<file path="src/rtl/pmc_pkg.sv">
// pmc_pkg: shared state type and width defaults for the PMC shift sequencer
package pmc_pkg;
  localparam int PMC_SEQ_CNT_W = 16;
  localparam int PMC_SEQ_DIV_W = 8;
  typedef enum logic [2:0] {
    IDLE,
    LOAD_HI,
    LOAD_LO,
    SHIFT_HI,
    SHIFT_LO,
    FINISH
  } pmc_seq_state_t;
endpackage

</file>
<file path="src/rtl/pmc_seq_clkdiv.sv">
// pmc_seq_clkdiv: loadable down-counter that ticks while it sits at zero
module pmc_seq_clkdiv #(
  parameter int W = 8
) (
  input  logic         clk,
  input  logic         rst,
  input  logic         load,
  input  logic [W-1:0] load_val,
  output logic         tick
);
  logic [W-1:0] cnt;
  always_ff @(posedge clk) begin
    if (rst) cnt <= '0;
    else if (load) cnt <= load_val;
    else if (cnt != '0) cnt <= cnt - 1'b1;
  end
  assign tick = cnt == '0;
endmodule

</file>
<file path="src/rtl/pmc_shift_sequencer.sv">
// pmc_shift_sequencer: sh/pclk load-and-shift sequencer arbitrated against the PMCC
module pmc_shift_sequencer
  import pmc_pkg::*;
#(
  parameter int CNT_W = PMC_SEQ_CNT_W,
  parameter int DIV_W = PMC_SEQ_DIV_W
) (
  input  logic             clk,
  input  logic             rst,
  input  logic             start,
  input  logic             abort,
  input  logic             load_en,
  input  logic [CNT_W-1:0] shift_count,
  input  logic [DIV_W-1:0] half_period,
  input  logic             pmcc_busy,
  input  logic             pmcc_sh,
  input  logic             pmcc_pclk,
  output logic             sh,
  output logic             pclk,
  output logic             busy,
  output logic             done,
  output logic             aborted,
  output logic [CNT_W-1:0] remaining
);
  pmc_seq_state_t state, state_nx;
  logic [DIV_W-1:0] h_reg, h_in, load_val;
  logic [CNT_W-1:0] rem_nx;
  logic seq_sh, seq_pclk, go, tick, div_load, kill;
  assign h_in = (half_period == '0) ? DIV_W'(1) : half_period;
  assign go = (state == IDLE) && start && !pmcc_busy && !abort;
  assign kill = abort && (state != IDLE) && (state != FINISH);
  always_comb begin
    state_nx = state;
    case (state)
      IDLE:     if (go) state_nx = load_en ? LOAD_HI : (shift_count != '0) ? SHIFT_HI : FINISH;
      LOAD_HI:  if (tick) state_nx = LOAD_LO;
      LOAD_LO:  if (tick) state_nx = (remaining != '0) ? SHIFT_HI : FINISH;
      SHIFT_HI: if (tick) state_nx = SHIFT_LO;
      SHIFT_LO: if (tick) state_nx = (remaining != '0) ? SHIFT_HI : FINISH;
      FINISH:   state_nx = IDLE;
      default:  state_nx = IDLE;
    endcase
    if (kill) state_nx = IDLE;
  end
  assign rem_nx = go ? shift_count :
                  (state == SHIFT_HI && tick && !kill && remaining != '0) ? remaining - 1'b1 :
                  remaining;
  assign div_load = (state_nx != state) || (state == IDLE);
  assign load_val = ((state == IDLE) ? h_in : h_reg) - 1'b1;
  pmc_seq_clkdiv #(.W(DIV_W)) u_div (
    .clk      (clk),
    .rst      (rst),
    .load     (div_load),
    .load_val (load_val),
    .tick     (tick)
  );
  always_ff @(posedge clk) begin
    if (rst) begin
      state     <= IDLE;
      h_reg     <= DIV_W'(1);
      remaining <= '0;
      seq_sh    <= 1'b0;
      seq_pclk  <= 1'b0;
      busy      <= 1'b0;
      done      <= 1'b0;
      aborted   <= 1'b0;
    end else begin
      state     <= state_nx;
      h_reg     <= go ? h_in : h_reg;
      remaining <= rem_nx;
      seq_sh    <= (state_nx == LOAD_HI) || (state_nx == LOAD_LO);
      seq_pclk  <= (state_nx == LOAD_HI) || (state_nx == SHIFT_HI);
      busy      <= state_nx != IDLE;
      done      <= state_nx == FINISH;
      aborted   <= kill;
    end
  end
  assign sh   = busy ? seq_sh : pmcc_sh;
  assign pclk = busy ? seq_pclk : pmcc_pclk;
endmodule

</file>
<file path="config.mk">
export PLATFORM = sky130hd
export DESIGN_NAME = pmc_shift_sequencer
export DESIGN_NICKNAME = d
export VERILOG_FILES = /design/src/rtl/pmc_pkg.sv /design/src/rtl/pmc_seq_clkdiv.sv /design/src/rtl/pmc_shift_sequencer.sv
export SDC_FILE = /design/constraint.sdc
export NUM_CORES = 1
export LEC_CHECK = 0
export BUFFER_PORTS_ARGS = -buffer_cell sky130_fd_sc_hd__buf_4
export CAP_MARGIN = 30
export CORE_ASPECT_RATIO = 1.1
export CORE_MARGIN = 3
export CORE_UTILIZATION = 59
export CTS_CLUSTER_SIZE = 8
export DETAILED_ROUTE_END_ITERATION = 10
export PLACE_DENSITY_LB_ADDON = 0.1
export RECOVER_POWER = 100
export SYNTH_ARGS = -nofsm -noshare
export SYNTH_HDL_FRONTEND = slang
export SYNTH_HIERARCHICAL = 1
export SYNTH_SLANG_ARGS = --single-unit
</file>
<file path="constraint.sdc">
create_clock -name clk -period 7.6 [get_ports clk]
set_clock_uncertainty 0.1 [all_clocks]
set_input_delay 1.52 -clock clk [delete_from_list [all_inputs] [get_ports clk]]
set_output_delay 1.52 -clock clk [all_outputs]
set_load 0.01 [all_outputs]
</file>
==> flow_metrics.py <==
metrics = {
    "run_status": {
        "status": "finished with violations",
        "violations": "max-capacitance violations, max-slew violations",
    },
    "floorplan": {
        "rows": 24,
        "initial_core_util_pct": 62.6,
        "core-area_mm2": 0.00402,
        "ios": 53,
        "die_x_um": 68.3,
        "chipHeight_um": 74.5,
        "die_area_mm2": 0.00509,
    },
    "clocking": {
        "cts_hold_buf": 0,
        "post_cts_resized": 0,
        "cts_sinks": 40,
        "postCtsSetupBuffers": 0,
        "numCtsBuffers": 5,
        "clk-insertion-delay-late_ns": 0.30,
        "cts_root_buffer": "clkbuf_8",
        "clock_path_buffers": 2,
        "cts_tree": "yes",
        "clkTransAtPathRegs_ns": 0.07,
        "htree_num_levels": 2,
    },
    "synthesis": {
        "synth.most_common_cell": "dfxtp_1",
        "yosys_register_bits": 40,
        "syn_nets": 347,
        "netlist_instances": 312,
        "synthArstFlopShare_pct": 0,
        "syn_avg_cell_area_um2": 8.07,
        "ys.flop_type": "dfxtp_1",
        "synthTopCellsByArea": "dfxtp_1 (32%), nand2_1 (4.5%), a21oi_1 (4.2%), nor2_1 (4.0%), nor3_1 (3.8%)",
        "ys_seq_area_share_pct": 31.8,
        "synth-edff-count": 0,
        "yosysTopAreaCellShare_pct": 31.8,
        "synth_cell_types": 59,
        "synth_area_mm2": 0.00252,
        "yosysWarningCount": 6,
        "synth_top_area_cell": "dfxtp_1",
        "synth_commonest_cells": "dfxtp_1 (40), nand2_1 (30), nor2_1 (27)",
    },
    "power_and_ir_drop": {
        "power.density_mw_per_mm2": 201,
        "max-vdd-ir-drop_uv": 144,
        "p_leak_nw": 1.10,
    },
    "routing": {
        "vias": 2572,
        "first_pass_iters": 5,
        "route.detailed.drc": 0,
        "ant_nets": 0,
        "wire_per_inst_um": 15.5,
        "wl_mm": 6.33,
        "viasPerCell": 6.30,
        "drt_iter0_drc": 297,
    },
    "timing": {
        "max_freq_mhz": 276,
        "rsz0062_at_grt": "false",
        "whs_ns": 0.355,
        "finalHoldViolCount": 0,
        "setup_viol": 0,
        "worst_pin_slew_ns": 1.58,
        "post-route-min-period_ns": 3.62,
        "finalCritPeriodShare_pct": 47.6,
        "drv_slew": 39,
        "fin_setup_tns_ns": 0,
        "worst_slew_margin_rel_pct": -5.66,
    },
    "finish": {
        "num-nets-final": 390,
        "largest_reg_flops": 16,
        "drive_gt1_share_pct": 14.0,
        "postLayoutCoreUtil_pct": 72.5,
        "finalNonFillerCells": 408,
        "synthToLayoutAreaGrowth_pct": 15.8,
        "n_antenna_cell": 0,
        "fillCellCount": 367,
    },
    "critical_path": {
        "cp_max_fo": 1,
        "r2r_setup_slack_ns": 4.52,
        "critical_path_required_ns": 5.98,
        "worstSetupEndpointType": "output pin",
        "worstSetupPathType": "in2out",
        "r2r_start": "u_div/cnt[3]",
        "crit_chain": "buf_4, mux2_2, clkbuf_1",
        "max_stage_delay_ns": 0.25,
        "start_kind": "input port",
        "crit_arrival_ns": 2.00,
        "reg2reg_to": "remaining[0]",
        "worst_r2r_path_depth": 6,
        "slowest_stage": "mux2_2",
    },
    "global_routing": {
        "track_usage_pct": 27.1,
        "grt_max_degree": 39,
        "antenna_found_initial": 0,
        "met1_usage_pct": 35.7,
        "grt.met3_usage_pct": 5.89,
        "grt.overflow.total": 0,
        "grt_pass1_vias": 2421,
        "busiest_layer": "met2",
        "met2_usage_pct": 44.0,
        "grt_pass1_wl_mm": 10.7,
    },
    "worst_hold_path": {
        "whs_endpoint": "h_reg[7]",
        "hp-start": "h_reg[7]",
        "hold_depth": 2,
        "min_path_type": "reg2reg",
    },
    "place": {
        "dpl.hpwl_mm": 4.68,
        "io_buffers": 52,
        "gp_congestion": 1.01,
        "dp_cells": 400,
    },
    "flow_run": {
        "max_cap_violations": 1,
    },
}
-- layout make-up --
cell class | count | area (um^2) | area share (%)
clock buffers | 6 | 72.6 | 2.49
clock inverters | 2 | 35.0 | 1.20
inverters | 10 | 37.5 | 1.29
multi-input cells | 244 | 1600 | 54.7
flip-flops and latches | 40 | 801 | 27.4
well taps | 52 | 65.1 | 2.23
repair buffers | 54 | 312 | 10.7
-- routing by layer --
metal  share of wire (%)  up-vias
li1                    -     1253
met5                   0        -
met4                 1.5        0
met1                  44     1202
met3                 6.7       10
met2                  48      107
-- power breakdown --
group | internal (W) | switching [W] | total, W
Sequential | 0.000225 | 0.0000192 | 0.000244
Combinational | 0.0000742 | 0.0000942 | 0.000168
Clock | 0.0000975 | 0.0000762 | 0.000174
Total | 0.000397 | 0.000190 | 0.000586
-- per-stage QoR --
| stage | setup WS [ns] | total power [W] | cell area [um^2] |
|---|---|---|---|
| finish | 3.98 | 0.000586 | 2920 |
| global route | 3.81 | 0.000618 | 2920 |
| CTS | 3.96 | 0.000592 | 3020 |
| detailed placement | 3.97 | 0.000421 | 2910 |
| global placement | 3.97 | 0.000418 | 2910 |
| floorplan | 4.19 | 0.000372 | 2520 |
-- cells in the final DEF (no fill, tap or decap), types with 5 or more instances in the layout --
cell type / count
a31oi_1: 5
nand2_1: 30
a211oi_1: 7
o21ai_0: 12
inv_1: 10
a21oi_1: 21
nor3_1: 19
nor4_1: 11
clkbuf_1: 26
clkbuf_8: 5
buf_4: 29
xor2_1: 7
nor2_1: 28
o32ai_1: 5
or3_1: 5
mux2i_1: 8
xnor2_1: 8
dfxtp_1: 40
-- worst max-delay path, delay by kind of cell --
| family | cells | cell delay [ns] |
|---|---|---|
| mux | 1 | 0.25 |
| buf+inv | 2 | 0.24 |
-- kinds of logic (layout without fill, tap and decap cells) --
family | Yosys count | count (layout) | synth area share [%]
AOI/OAI and AO/OA | 83 | 83 | 23.6
xor gates and xnor gates | 15 | 15 | 5.22
adders and majority gates | 3 | 3 | 1.49
buffers and inverters | 28 | 72 | 4.52
DFF | 40 | 40 | 31.8
muxes | 10 | 10 | 4.07
and+or+nand+nor | 133 | 133 | 29.3
-- worst max-delay path by stage --
stage                     startpoint  slack, ns      endpoint
after floorplan            pmcc_pclk       4.19          pclk
after global placement       pmcc_sh       3.97            sh
after detailed placement   pmcc_pclk       3.97          pclk
after CTS                  pmcc_pclk       3.96          pclk
after global routing           abort       3.81  remaining[0]
final                        pmcc_sh       3.98            sh
Note: power is estimated with default switching activity, not from simulation.
